==> src/rtl/fetch_pkg.sv <==
// rtl/fetch_pkg.sv - shared types and constants for the instruction-fetch stage
package fetch_pkg;
   localparam int XLEN_DEFAULT = 32;
   localparam logic [31:0] NOP_INSTR = 32'h0000_0013;

   typedef enum logic [1:0] {
      REQ     = 2'd0,
      WAIT    = 2'd1,
      DISCARD = 2'd2
   } fetch_state_t;
endpackage

==> src/rtl/if_id_reg.sv <==
// rtl/if_id_reg.sv - IF/ID pipeline register with flush/stall priority and 1-entry hold buffer
module if_id_reg
   import fetch_pkg::*;
#(
   parameter int XLEN = XLEN_DEFAULT
) (
   input  logic            clk,
   input  logic            reset,
   input  logic            flush,
   input  logic            stall,
   input  logic            resp_valid,
   input  logic [XLEN-1:0] resp_instr,
   input  logic [XLEN-1:0] resp_pc,
   output logic [XLEN-1:0] instr,
   output logic [XLEN-1:0] pc,
   output logic [XLEN-1:0] pc_plus4,
   output logic            valid,
   output logic            hold_valid
);

   logic [XLEN-1:0] hold_instr;
   logic [XLEN-1:0] hold_pc;

   always_ff @(posedge clk) begin
      if (reset) begin
         instr      <= XLEN'(NOP_INSTR);
         pc         <= '0;
         pc_plus4   <= '0;
         valid      <= 1'b0;
         hold_valid <= 1'b0;
         hold_instr <= '0;
         hold_pc    <= '0;
      end else if (flush) begin
         instr      <= XLEN'(NOP_INSTR);
         valid      <= 1'b0;
         hold_valid <= 1'b0;
      end else if (stall) begin
         // Decode is frozen: park a response that lands now so it is not lost
         if (resp_valid) begin
            hold_valid <= 1'b1;
            hold_instr <= resp_instr;
            hold_pc    <= resp_pc;
         end
      end else if (hold_valid) begin
         instr      <= hold_instr;
         pc         <= hold_pc;
         pc_plus4   <= hold_pc + XLEN'(4);
         valid      <= 1'b1;
         hold_valid <= 1'b0;
      end else if (resp_valid) begin
         instr    <= resp_instr;
         pc       <= resp_pc;
         pc_plus4 <= resp_pc + XLEN'(4);
         valid    <= 1'b1;
      end else begin
         instr <= XLEN'(NOP_INSTR);
         valid <= 1'b0;
      end
   end

endmodule

==> src/rtl/fetch_stage.sv <==
// rtl/fetch_stage.sv - fetch stage: PCF, req/gnt/rvalid FSM, IF/ID; FETCH_PERF_CNT_EN adds FetchCnt/DropCnt
module fetch_stage
   import fetch_pkg::*;
#(
   parameter int               XLEN     = XLEN_DEFAULT,
   parameter logic [XLEN-1:0]  RESET_PC = '0
) (
   input  logic            clk,
   input  logic            reset,
   input  logic            StallF,
   input  logic            StallD,
   input  logic            FlushD,
   input  logic            PCSrcE,
   input  logic [XLEN-1:0] PCTargetE,
   output logic            imem_req,
   output logic [XLEN-1:0] imem_addr,
   input  logic            imem_gnt,
   input  logic            imem_rvalid,
   input  logic [XLEN-1:0] imem_rdata,
   output logic [XLEN-1:0] InstrD,
   output logic [XLEN-1:0] PCD,
   output logic [XLEN-1:0] PCPlus4D,
   output logic            ValidD
`ifdef FETCH_PERF_CNT_EN
   ,
   output logic [31:0]     FetchCnt,
   output logic [31:0]     DropCnt
`endif
);

   fetch_state_t    state, state_n;
   logic [XLEN-1:0] pcf, pcf_n;
   logic            accept;
   logic            hold_valid;

   assign imem_addr = pcf;

   always_ff @(posedge clk) begin
      if (reset) begin
         state <= REQ;
         pcf   <= RESET_PC;
      end else begin
         state <= state_n;
         pcf   <= pcf_n;
      end
   end

   always_comb begin
      state_n  = state;
      pcf_n    = pcf;
      imem_req = 1'b0;
      accept   = 1'b0;
      case (state)
         REQ: begin
            // Gating on hold_valid keeps the hold buffer free for any outstanding response
            imem_req = !StallF && !hold_valid;
            if (imem_req && imem_gnt)
               state_n = PCSrcE ? DISCARD : WAIT;
            if (PCSrcE)
               pcf_n = PCTargetE;
         end
         WAIT: begin
            if (imem_rvalid) begin
               state_n = REQ;
               if (PCSrcE) begin
                  pcf_n = PCTargetE;
               end else begin
                  accept = 1'b1;
                  pcf_n  = pcf + XLEN'(4);
               end
            end else if (PCSrcE) begin
               state_n = DISCARD;
               pcf_n   = PCTargetE;
            end
         end
         DISCARD: begin
            if (PCSrcE)
               pcf_n = PCTargetE;
            if (imem_rvalid)
               state_n = REQ;
         end
         default: state_n = REQ;
      endcase
   end

   if_id_reg #(.XLEN(XLEN)) u_if_id (
      .clk        (clk),
      .reset      (reset),
      .flush      (FlushD),
      .stall      (StallD),
      .resp_valid (accept),
      .resp_instr (imem_rdata),
      .resp_pc    (pcf),
      .instr      (InstrD),
      .pc         (PCD),
      .pc_plus4   (PCPlus4D),
      .valid      (ValidD),
      .hold_valid (hold_valid)
   );

`ifdef FETCH_PERF_CNT_EN
   logic drop;
   assign drop = imem_rvalid && ((state == WAIT && PCSrcE) || state == DISCARD);

   always_ff @(posedge clk) begin
      if (reset) begin
         FetchCnt <= '0;
         DropCnt  <= '0;
      end else begin
         if (accept) FetchCnt <= FetchCnt + 32'd1;
         if (drop)   DropCnt  <= DropCnt + 32'd1;
      end
   end
`endif

endmodule
==> config.mk <==
export PLATFORM = sky130hd
export DESIGN_NAME = fetch_stage
export DESIGN_NICKNAME = d
export VERILOG_FILES = /design/src/rtl/fetch_pkg.sv /design/src/rtl/if_id_reg.sv /design/src/rtl/fetch_stage.sv
export SDC_FILE = /design/constraint.sdc
export NUM_CORES = 1
export LEC_CHECK = 0
export ABC_CLOCK_PERIOD_IN_PS = 3600
export BUFFER_PORTS_ARGS = -buffer_cell sky130_fd_sc_hd__buf_2
export CAP_MARGIN = 20
export CORE_UTILIZATION = 25
export DETAILED_ROUTE_END_ITERATION = 16
export GPL_ROUTABILITY_DRIVEN = 0
export HOLD_SLACK_MARGIN = 0.06
export SETUP_SLACK_MARGIN = 0.15
export SYNTH_ARGS = -nofsm -noshare
export SYNTH_HDL_FRONTEND = slang
export SYNTH_HIERARCHICAL = 1
export SYNTH_SLANG_ARGS = --single-unit
==> constraint.sdc <==
create_clock -name clk -period 3.6 [get_ports clk]
set_clock_uncertainty 0.15 [all_clocks]
set_input_delay 0 -clock clk [delete_from_list [all_inputs] [get_ports clk]]
set_output_delay 0 -clock clk [all_outputs]
set_load 0.05 [all_outputs]
## Word-level counts from Yosys, hierarchy flattened

Cells that the tools add are included.

- Register bits: 196
- Bits in latches: 0
- Memory bits (writable): 0
- ROM bits: 0
- Input bits: 72
- Output and inout bits: 130
- Logic and storage cells: 53
- Memories: 0

- Add/sub/neg operators: 2
- $mul: 0
- Divide/modulo/power cells: 0
- Order comparisons: 0
- Eq/ne operators: 5
- Shift-type cells: 0
- Multiplexer cells: 22
- Bitwise operators: 2
- Reduce and logical (&&, ||, !) cells: 13

Operators with widths:

| kind | number |
|---|---|
| $mux W32 | 9 |
| $add A32 B3 Y32 const B | 2 |
| $pmux W32 S2 | 1 |
| $mux W2 | 5 |
| $reduce_and A3 Y1 | 3 |
| $mux W1 | 6 |
| $pmux W2 S3 | 1 |
| $ne A2 B2 Y1 const B | 2 |
| $reduce_bool A2 Y1 | 2 |
| $reduce_or A2 Y1 | 2 |
| $ne A3 B3 Y1 const B | 1 |
| $reduce_or A3 Y1 | 1 |
| $eq A2 B1 Y1 const B | 1 |
| $eq A2 B2 Y1 const B | 1 |
| $logic_and A1 B1 Y1 | 2 |
| $logic_not A1 Y1 | 2 |
| $logic_not A2 Y1 | 1 |
| $not A1 Y1 | 2 |

## Logic depth before layout (Yosys ltp)

Gate-level depths: netlist of run 1.

- Depth after elaboration: 5
- Depth in mapped cells: 12
- Gate-level depth less buffers: 8

## By module

Netlist of run 1, hierarchy kept.

Modules (own cells, without submodules):

| module | times used | cells an instance | area each (um^2) |
|---|---|---|---|
| if_id_reg | 1 | 878 | 6885.4 |
| fetch_stage | 1 | 320 | 2426.1 |

## Worst setup path before layout of run 1

OpenSTA, ideal clock, no wires.

- Path kind: reg2reg
- Start: register u_if_id.hold_valid
- End: register u_if_id.pc_plus4[30]
- Arrival time: 3.281 ns
- Slack: 0.107 ns
- Cell stages (with the launch flop): 12
- Clock period less this slack: 3.493 ns
- Path through: dfxtp_1 -> buf_2 -> buf_2 -> buf_2 -> buf_2 -> mux2_2 -> ha_1 -> nand4_1 -> nor4_1 -> o211ai_1 -> or4_1 -> nand3_1

- Word-level cells in the longest chain between the ends: 2

Ends and longest elaborated chain:

| item | line | text |
|---|---|---|
| start, declared | if_id_reg.sv:18 | `output logic hold_valid` |
| start signal, assigned | if_id_reg.sv:30 | `hold_valid <= 1'b0;` |
| start signal, assigned | if_id_reg.sv:36 | `hold_valid <= 1'b0;` |
| start signal, assigned | if_id_reg.sv:40 | `hold_valid <= 1'b1;` |
| $reduce_bool A2 Y1 (no line) | - |  |
| $reduce_and A3 Y1 (no line) | - |  |
| end signal, assigned | if_id_reg.sv:47 | `pc_plus4 <= hold_pc + XLEN'(4);` |
| end signal, assigned | if_id_reg.sv:53 | `pc_plus4 <= resp_pc + XLEN'(4);` |
| end, declared | if_id_reg.sv:16 | `output logic [XLEN-1:0] pc_plus4,` |

Several ways; a longest one is shown, not always the timed one.
A chain may end at the register's enable or synchronous reset.

## Worst setup path after layout of run 1

- Start: register u_if_id.hold_valid
- End: register state[1]

- Word-level cells in the longest chain between the ends: 5

Ends and longest elaborated chain:

| item | line | text |
|---|---|---|
| $logic_not A1 Y1 | fetch_stage.sv:56 | `imem_req = !StallF && !hold_valid;` |
| $logic_and A1 B1 Y1 | fetch_stage.sv:56 |  |
| $logic_and A1 B1 Y1 | fetch_stage.sv:57 | `if (imem_req && imem_gnt)` |
| $ne A2 B2 Y1 (no line) | - |  |
| $reduce_and A3 Y1 (no line) | - |  |
| end signal, assigned | fetch_stage.sv:43 | `state <= state_n;` |
| end, declared | fetch_stage.sv:31 | `fetch_state_t state, state_n;` |

Every way passes these cells.

==> results of run 1 <==
## area by class of cell
class,instances,area [µm²],area share [%]
Antenna cell,1,2.502,0.01936
Clock buffer,17,425.4,3.292
Clock inverter,15,157.7,1.220
Inverter,10,37.54,0.2905
Multi-Input combinational cell,908,5059,39.15
Sequential cell,194,3887,30.08
Tap cell,468,585.6,4.531
Timing Repair Buffer,384,2768,21.42
## tightest hold or removal path, delay by kind of cell
family	cells	cell delay (ps)
compound gates	2	230
simple gates	1	100
buf+inv	3	310
## where the power goes
group	internal (mW)	switching (mW)	total (mW)	leakage [nW]
clock	0.939	0.987	1.93	0.287
combinational	0.218	0.372	0.590	2.99
sequential	2.17	0.0571	2.23	1.57
total	3.33	1.42	4.75	4.85
## flip-flops by register name, indices dropped and copies added, names as in the netlist
register,cells
imem_addr,32
u_if_id/valid,1
u_if_id/hold_instr,32
u_if_id/hold_pc,32
u_if_id/instr,32
state,2
u_if_id/pc_plus4,30
u_if_id/pc,32
u_if_id/hold_valid,1
## cells in the final DEF (no fill, tap or decap), types with 9 or more instances in the layout
cell / n
or3_1: 11
buf_2: 200
nand3b_1: 11
xor2_1: 12
a22oi_1: 37
clkbuf_16: 17
o21ai_0: 30
nor2_1: 132
nand4_1: 24
nand3_1: 32
a211oi_1: 36
nor3_1: 14
xnor2_1: 11
dlygate4sd3_1: 144
mux2i_1: 30
dfxtp_1: 193
nand2_1: 232
buf_4: 38
inv_1: 9
o22ai_1: 14
a21oi_1: 148
nor4_1: 9
## through the flow
| step | utilization [%] | area (µm²) | hold WS [ps] | total power, mW | cells |
|---|---|---|---|---|---|
| finish | 35.30 | 12920 | 81.79 | 4.746 | 1997 |
| global route | 35.30 | 12920 | 123.7 | 4.931 | 1997 |
| CTS | 35.29 | 12920 | 67.70 | 4.775 | 1996 |
| detailed placement | 29.76 | 10900 | 108.2 | 2.773 | 1820 |
| global placement | 29.76 | 10900 | 101.2 | 2.768 | 1820 |
| floorplan | - | 9318 | -14.04 | 2.566 | 1198 |
## final timing paths
check | to | slack (ps) | cells past startpoint
max | state[1] | 260 | 7
min | imem_addr[9] | 80 | 6
max reg2reg | state[1] | 260 | 7
min reg2reg | u_if_id/pc_plus4[15] | 300 | 2
## routing by layer
layer / part of all wire [%] / routed length, µm / track usage, % / vias up
li1: - / - / - / 4904
met5: 0 / 0 / 0 / -
met3: 7.1 / 2468 / 3.627 / 60
met2: 43 / 14730 / 26.28 / 432
met1: 48 / 16480 / 25.40 / 4779
met4: 2.6 / 891 / 6.328 / 0
## repair_timing
| item | CTS | global route |
|---|---|---|
| buffers inserted | 0 | 0 |
| hold buffers | 144 | 0 |
| hold endpoints to repair | 131 | 0 |
## cell families after synthesis
| kind of cell | share of synthesized area (%) |
|---|---|
| DFF | 41.71 |
| muxes | 3.830 |
| and+or+nand+nor | 26.67 |
| xor gates and xnor gates | 2.163 |
| AOI/OAI and AO/OA | 21.16 |
| adders and majority gates | 0.2687 |
| buffers and inverters | 4.192 |
==> results.toml, run 1 <==
[floorplanning]
die_area_mm2 = 0.03802
start_util_pct = 25.43
num_rows = 70
die_height_um = 195.0
core_mm2 = 0.03661
boundaryPins = 202
die_x_um = 195.0

[detailed_routing]
drc = 0
postRouteWirelength_mm = 34.57
first_pass_iters = 5
num_vias = 10180
first_iter_violations = 1022
antenna_left = 0
avgRoutedWirePerCell_um = 17.31
viasPerCell = 5.095

[placement]
place_hpwl_mm = 24.17
place_worst_setup_slack_ps = 683.4
io_buffers = 201

[worst_setup_path]
worst_ep_arrival_time_ps = 3500
start_kind = "register"
max_stage_delay_ps = 660
path_delay_family = "buffers and inverters"
crit_fanout = 56
critPathRequiredTime_ps = 3770
endpoint_kind = "register"
r2r-start = "u_if_id/hold_valid"
crit_type = "reg -> reg"
startpoint = "u_if_id/hold_valid"
crit_buf_inv = 3
path_cells = "buf_4 -> nor2_1 -> a31oi_1 -> dlygate4sd3_1 -> o32a_1 -> dlygate4sd3_1 -> nor2_1"
critPathSlowestCell = "dfxtp_4"

[sta]
timing_max_transition_violations_final = 0
relSlewSlack_pct = 46.04
tightest_slew_ps = 786.9
fin_crit_sh_pct = 92.65
setup_viol = 0
setup_tns_ps = 0
finalHoldViolations = 0
fin_crit_ps = 3335
layout_setup_ws_ps = 264.7
max_freq_mhz = 299.8
grt_setup_unrepaired = "no"

[synth]
synth_top_cell_by_area = "dfxtp_1"
ys_warn_count = 6
netlist_top_cells_count = "nand2_1, dfxtp_1, a21oi_1"
syn_nets = 1272
synth-main-ff-cell = "dfxtp_1"
yosys-top-cells-area = "dfxtp_1, nand2_1, a21oi_1"
async_flop_share_pct = 0
synth.most_common_cell = "nand2_1"
synth_top_cell_area_share_pct = 41.71
syn_inst = 1198
syn_area_mm2 = 0.009311
synth_edf_count = 0
ys_seq_area_share_pct = 41.71
ys_types = 71
ys_ff_latch = 194
syn_avg_cell_area_um2 = 7.772

[clock_network]
cts_made_buffers = 17
cts-root-buf = "clkbuf_16"
cts.sinks = 194
cts_buffer_depth = 2
cts_max_level = 4
cts_tree = "built"
cts_resized = 0
clk_pin_slew_worst_paths_ps = 90
insertion_delay_ps = 460

[grt]
grt_pass1_vias = 9483
grt-ovfl-total = 0
grt_max_degree = 67
grt.total_usage_pct = 17.79
grt_pass1_wl_mm = 53.45
antenna_found_initial = 1

[cells_and_area]
drive_gt1_share_pct = 19.90
nNetsFinal = 1589
area_growth_pct = 38.78
num-fill-cells = 3815

[power]
peakVddDrop_mv = 0.3323
power.density_mw_per_mm2 = 367.3
p_leak_nw = 4.850

[run]
max_cap_violations = 0

[status]
run_status = "finished, final reports clean"

[worst_hold_path]
hold_start = "PCSrcE"
worst_hold_path_type = "in -> reg"
(Power assumes the default switching activity.)
==> run 2, diff against run 1 <==
Settings changed: CELL_PAD_IN_SITES_DETAIL_PLACEMENT from default to 0, CELL_PAD_IN_SITES_GLOBAL_PLACEMENT from default to 2, PLACE_DENSITY_LB_ADDON from default to 0.1.
==> results.toml, run 2 (synthesized netlist as in run 1, its figures left out) <==
[status]
run_status = "finished, final reports clean"

[clock_network]
cts_made_buffers = 17
post_cts_buffers = 0
cts.sinks = 194
cts_buffer_depth = 2
cts_resized = 0
cts-root-buf = "clkbuf_16"
insertion_delay_ps = 450
clk_pin_slew_worst_paths_ps = 70
cts_tree = "built"
cts_max_level = 4
cts_hold_buffers = 91

[sta]
tightest_slew_ps = 863.2
setup_tns_ps = 0
grt_setup_unrepaired = "no"
max_freq_mhz = 316.5
fin_crit_ps = 3159
fin_crit_sh_pct = 87.76
finalHoldViolations = 0
timing_max_transition_violations_final = 0
relSlewSlack_pct = 42.45
setup_viol = 0

[power]
pwr-share-comb_pct = 11.4
p_leak_nw = 4.544
p_sw_mw = 1.296
internal_power_mw = 3.519
netSwitchingFraction_pct = 26.91
seqPwrFrac_pct = 46.7
total_power_mw = 4.815
power.density_mw_per_mm2 = 388.9
p_clk_share_pct = 41.9
peakVddDrop_mv = 0.3415

[grt]
grt_pass1_vias = 9085
antenna_found_initial = 0
grt-ovfl-total = 0
grt_max_degree = 74
grt.total_usage_pct = 19.23
grt_pass1_wl_mm = 56.29

[floorplanning]
start_util_pct = 25.43
core_mm2 = 0.03661
boundaryPins = 202
die_x_um = 195.0
die_area_mm2 = 0.03802
die_height_um = 195.0
num_rows = 70

[worst_setup_path]
start_kind = "register"
crit_fanout = 22
path_cells = "buf_4 -> nand2_1 -> nor3_2 -> nand4_1 -> or4_1 -> a41oi_2 -> dlygate4sd3_1"
crit_type = "reg -> reg"
startpoint = "state[0]"
crit_buf_inv = 2
endpoint_kind = "register"
r2r-start = "state[0]"
path_delay_family = "simple AND/OR/NAND/NOR gates"
critPathRequiredTime_ps = 3840
worst_ep_arrival_time_ps = 3400
critPathSlowestCell = "dlygate4sd3_1"
max_stage_delay_ps = 560

[detailed_routing]
first_pass_iters = 5
antenna_left = 0
first_iter_violations = 640
avgRoutedWirePerCell_um = 18.85
drc = 0
viasPerCell = 4.945
postRouteWirelength_mm = 36.57
num_vias = 9593

[worst_hold_path]
hold_start = "StallF"
worst_hold_path_type = "in -> out"

[cells_and_area]
final_common_cell = "nand2_1"
most-common-layout-cells = "nand2_1, buf_2, dfxtp_1"
area_growth_pct = 32.98
nNetsFinal = 1534
diodes = 0
drive_gt1_share_pct = 20.31
num-fill-cells = 4023

[run]
max_cap_violations = 0

[placement]
place_hpwl_mm = 25.87
io_buffers = 201
run 2: cell types whose count changed in the layout (fill, tap and decap cells not counted), moves of 2 or more:
cell and delta:
dlygate4sd3_1 -53, clkbuf_8 +3, inv_6 -3, inv_8 -8, clkinv_2 +3, clkbuf_1 +2
bufinv_16 +3
run 2: area by class of cell:
cell class / instances / area, µm² / share of cell area, %
Multi-Input combinational cell: 908 / 5059 / 40.85
Sequential cell: 194 / 3887 / 31.40
Timing Repair Buffer: 329 / 2210 / 17.85
Tap cell: 468 / 585.6 / 4.729
Clock buffer: 22 / 474.2 / 3.830
Clock inverter: 9 / 128.9 / 1.041
Inverter: 10 / 37.54 / 0.3032
run 2: routing by layer:
layer  track usage [%]  wire length [µm]  share of wire [%]  vias up
li1                  -                 -                  -     4808
met1             28.69             19110                 52     4522
met2             27.76             15340                 42      232
met3             3.575              1495                4.1       31
met4             5.453               614                1.7        0
met5                 0                 0                  0        -
run 2: final timing paths:
| kind | endpoint | slack (ps) | cells after the start |
|---|---|---|---|
| max | imem_addr[23] | 440 | 7 |
| min | imem_req | 180 | 3 |
| min reg2reg | u_if_id/pc_plus4[8] | 300 | 2 |
| max reg2reg | imem_addr[23] | 440 | 7 |
run 2: worst reg2reg max path, stage by stage (launching register included):
cell	delay, ps
dfxtp_1	330
buf_4	290
nand2_1	300
nor3_2	460
nand4_1	340
or4_1	520
a41oi_2	150
dlygate4sd3_1	560
run 2: power groups by stage:
| stage | clock network, mW | registers [mW] | logic, mW |
|---|---|---|---|
| after floorplan | 0 | 2.37 | 0.197 |
| after global placement | 0 | 2.30 | 0.483 |
| after detailed placement | 0 | 2.30 | 0.480 |
| after CTS | 2.10 | 2.25 | 0.553 |
| after global routing | 2.18 | 2.25 | 0.593 |
| final | 2.02 | 2.25 | 0.548 |
run 2: through the flow:
step	setup slack [ps]	std cells	area, µm²	hold slack, ps	util (%)
final	440.8	1940	12380	184.1	33.82
after global routing	272.1	1940	12380	185.3	33.82
after CTS	475.2	1940	12380	168.1	33.82
after detailed placement	775.6	1818	10870	100.9	29.69
after global placement	784.8	1818	10870	94.74	29.69
after floorplan	332.0	1198	9318	-14.04	-
==> run 3, diff against run 2 <==
Settings changed: CAP_MARGIN 20 to 10, CTS_BUF_LIST from default to sky130_fd_sc_hd__clkbuf_16, PLACE_DENSITY_LB_ADDON 0.1 to 0.15.
==> results.toml, run 3 (synthesized netlist as in run 1, its figures left out) <==
[cells_and_area]
instances_no_fill = 1960
final-seq-area_mm2 = 0.003887
fin_area_mm2 = 0.01261
nNetsFinal = 1553
area_growth_pct = 35.39
finish.utilization_pct = 34.44
most-common-layout-cells = "nand2_1, buf_2, dfxtp_1"
num-fill-cells = 3959
final_common_cell = "nand2_1"
drive_gt1_share_pct = 19.91
diodes = 0
multiInputGateArea_mm2 = 0.005059

[detailed_routing]
num_vias = 9707
wl_met1_mm = 18.97
top_layer = "met4"
viasPerCell = 4.953
postRouteWirelength_mm = 36.36
routed-wl-met3_mm = 1.409
wl_met2_mm = 15.51
avgRoutedWirePerCell_um = 18.55
first_pass_iters = 7
drc = 0
first_iter_violations = 548
antenna_left = 0

[worst_setup_path]
start_kind = "register"
endpoint = "imem_addr[23]"
r2r-start = "state[0]"
worst_ep_arrival_time_ps = 3250
ff2ff_path_depth = 7
reg2reg_to = "imem_addr[23]"
crit_type = "reg -> reg"
crit_fanout = 22
startpoint = "state[0]"
reg2reg_slack_ps = 580
critPathRequiredTime_ps = 3840
endpoint_kind = "register"

[sta]
relSlewSlack_pct = 46.69
tightest_slew_ps = 777.4
setup_tns_ps = 0
finalHoldViolations = 0
fin_crit_sh_pct = 83.78
max_freq_mhz = 331.6
timing_max_transition_violations_final = 0
setup_viol = 0
fin_crit_ps = 3016
grt_setup_unrepaired = "no"

[placement]
io_buffers = 201
postPlaceCellArea_mm2 = 0.01086
dp.cells = 1814
place_hpwl_mm = 25.32

[power]
peakVddDrop_mv = 0.3229
total_power_mw = 4.784
p_leak_nw = 4.737
power.density_mw_per_mm2 = 379.4

[floorplanning]
num_rows = 70
die_x_um = 195.0
start_util_pct = 25.43
boundaryPins = 202
die_area_mm2 = 0.03802
core_mm2 = 0.03661
die_height_um = 195.0

[clock_network]
insertion_delay_ps = 440
cts_buffer_depth = 2
post_cts_buffers = 0
cts-root-buf = "clkbuf_16"
cts_resized = 0
cts.sinks = 194
cts_tree = "built"
cts_made_buffers = 17
cts_max_level = 4
clk_pin_slew_worst_paths_ps = 70

[grt]
grt_pass1_vias = 9207
grt-ovfl-total = 0
grt.total_usage_pct = 19.06
grt_max_degree = 72
grt_pass1_wl_mm = 56.23
antenna_found_initial = 0

[worst_hold_path]
worst_hold_path_type = "in -> out"

[run]
max_cap_violations = 0

[status]
run_status = "finished, final reports clean"
-- run 3: cell types whose count changed in the layout (fill, tap and decap cells not counted), moves of 2 or more --
cell / before / now
clkinvlp_4: 2 / 5
clkinv_2: 3 / 1
buf_4: 37 / 31
clkbuf_8: 3 / 0
buf_12: 1 / 3
clkinv_4: 0 / 2
clkbuf_1: 2 / 0
dlygate4sd3_1: 91 / 114
-- run 3: timing repair --
item,in CTS,in global routing
hold endpoints to repair,136,0
setup endpoints to repair,0,0
hold buffers,114,0
-- run 3: how the worst min path moves through the flow --
| stage | startpoint | endpoint | slack (ps) | cells past startpoint |
|---|---|---|---|---|
| after detailed placement | PCTargetE[0] | imem_addr[0] | 100 | 3 |
| after global routing | StallF | imem_req | 210 | 3 |
| final | StallF | imem_req | 190 | 3 |
| after floorplan | imem_rdata[0] | u_if_id/hold_instr[0] | -10 | 2 |
| after CTS | PCTargetE[11] | imem_addr[11] | 190 | 4 |
| after global placement | PCTargetE[0] | imem_addr[0] | 90 | 3 |
-- run 3: per-layer routing --
metal,track usage [%],up-vias
li1,-,4837
met5,0,-
met4,4.404,0
met1,28.63,4608
met2,27.99,234
met3,3.247,28
-- run 3: final cells by class --
class | count | share of cell area, %
multi-input combinational | 908 | 40.13
tap | 468 | 4.645
clock buffer | 18 | 3.573
sequential | 194 | 30.84
timing repair buffer | 348 | 19.31
clock inverter | 14 | 1.211
inverter | 10 | 0.2977
-- run 3: critical path, cell delays in order (launching register included) --
cell           delay, ps
dfxtp_1              320
buf_4                260
nand2_1              280
nor3_2               430
nand4_1              290
or4_1                510
a41oi_2              130
dlygate4sd3_1        560
-- run 3: through the flow --
stage               hold WS, ps  worst slack, ps
finish                    192.1            583.9
floorplan                -14.04            332.0
CTS                       185.9            587.6
detailed placement        97.06            899.2
global route              211.3            374.6
global placement          93.76            904.9
-- run 3: where the power goes --
group / total [mW] / internal (mW) / switching [mW]
logic: 0.551 / 0.200 / 0.351
registers: 2.24 / 2.17 / 0.0718
clock network: 1.99 / 1.07 / 0.914
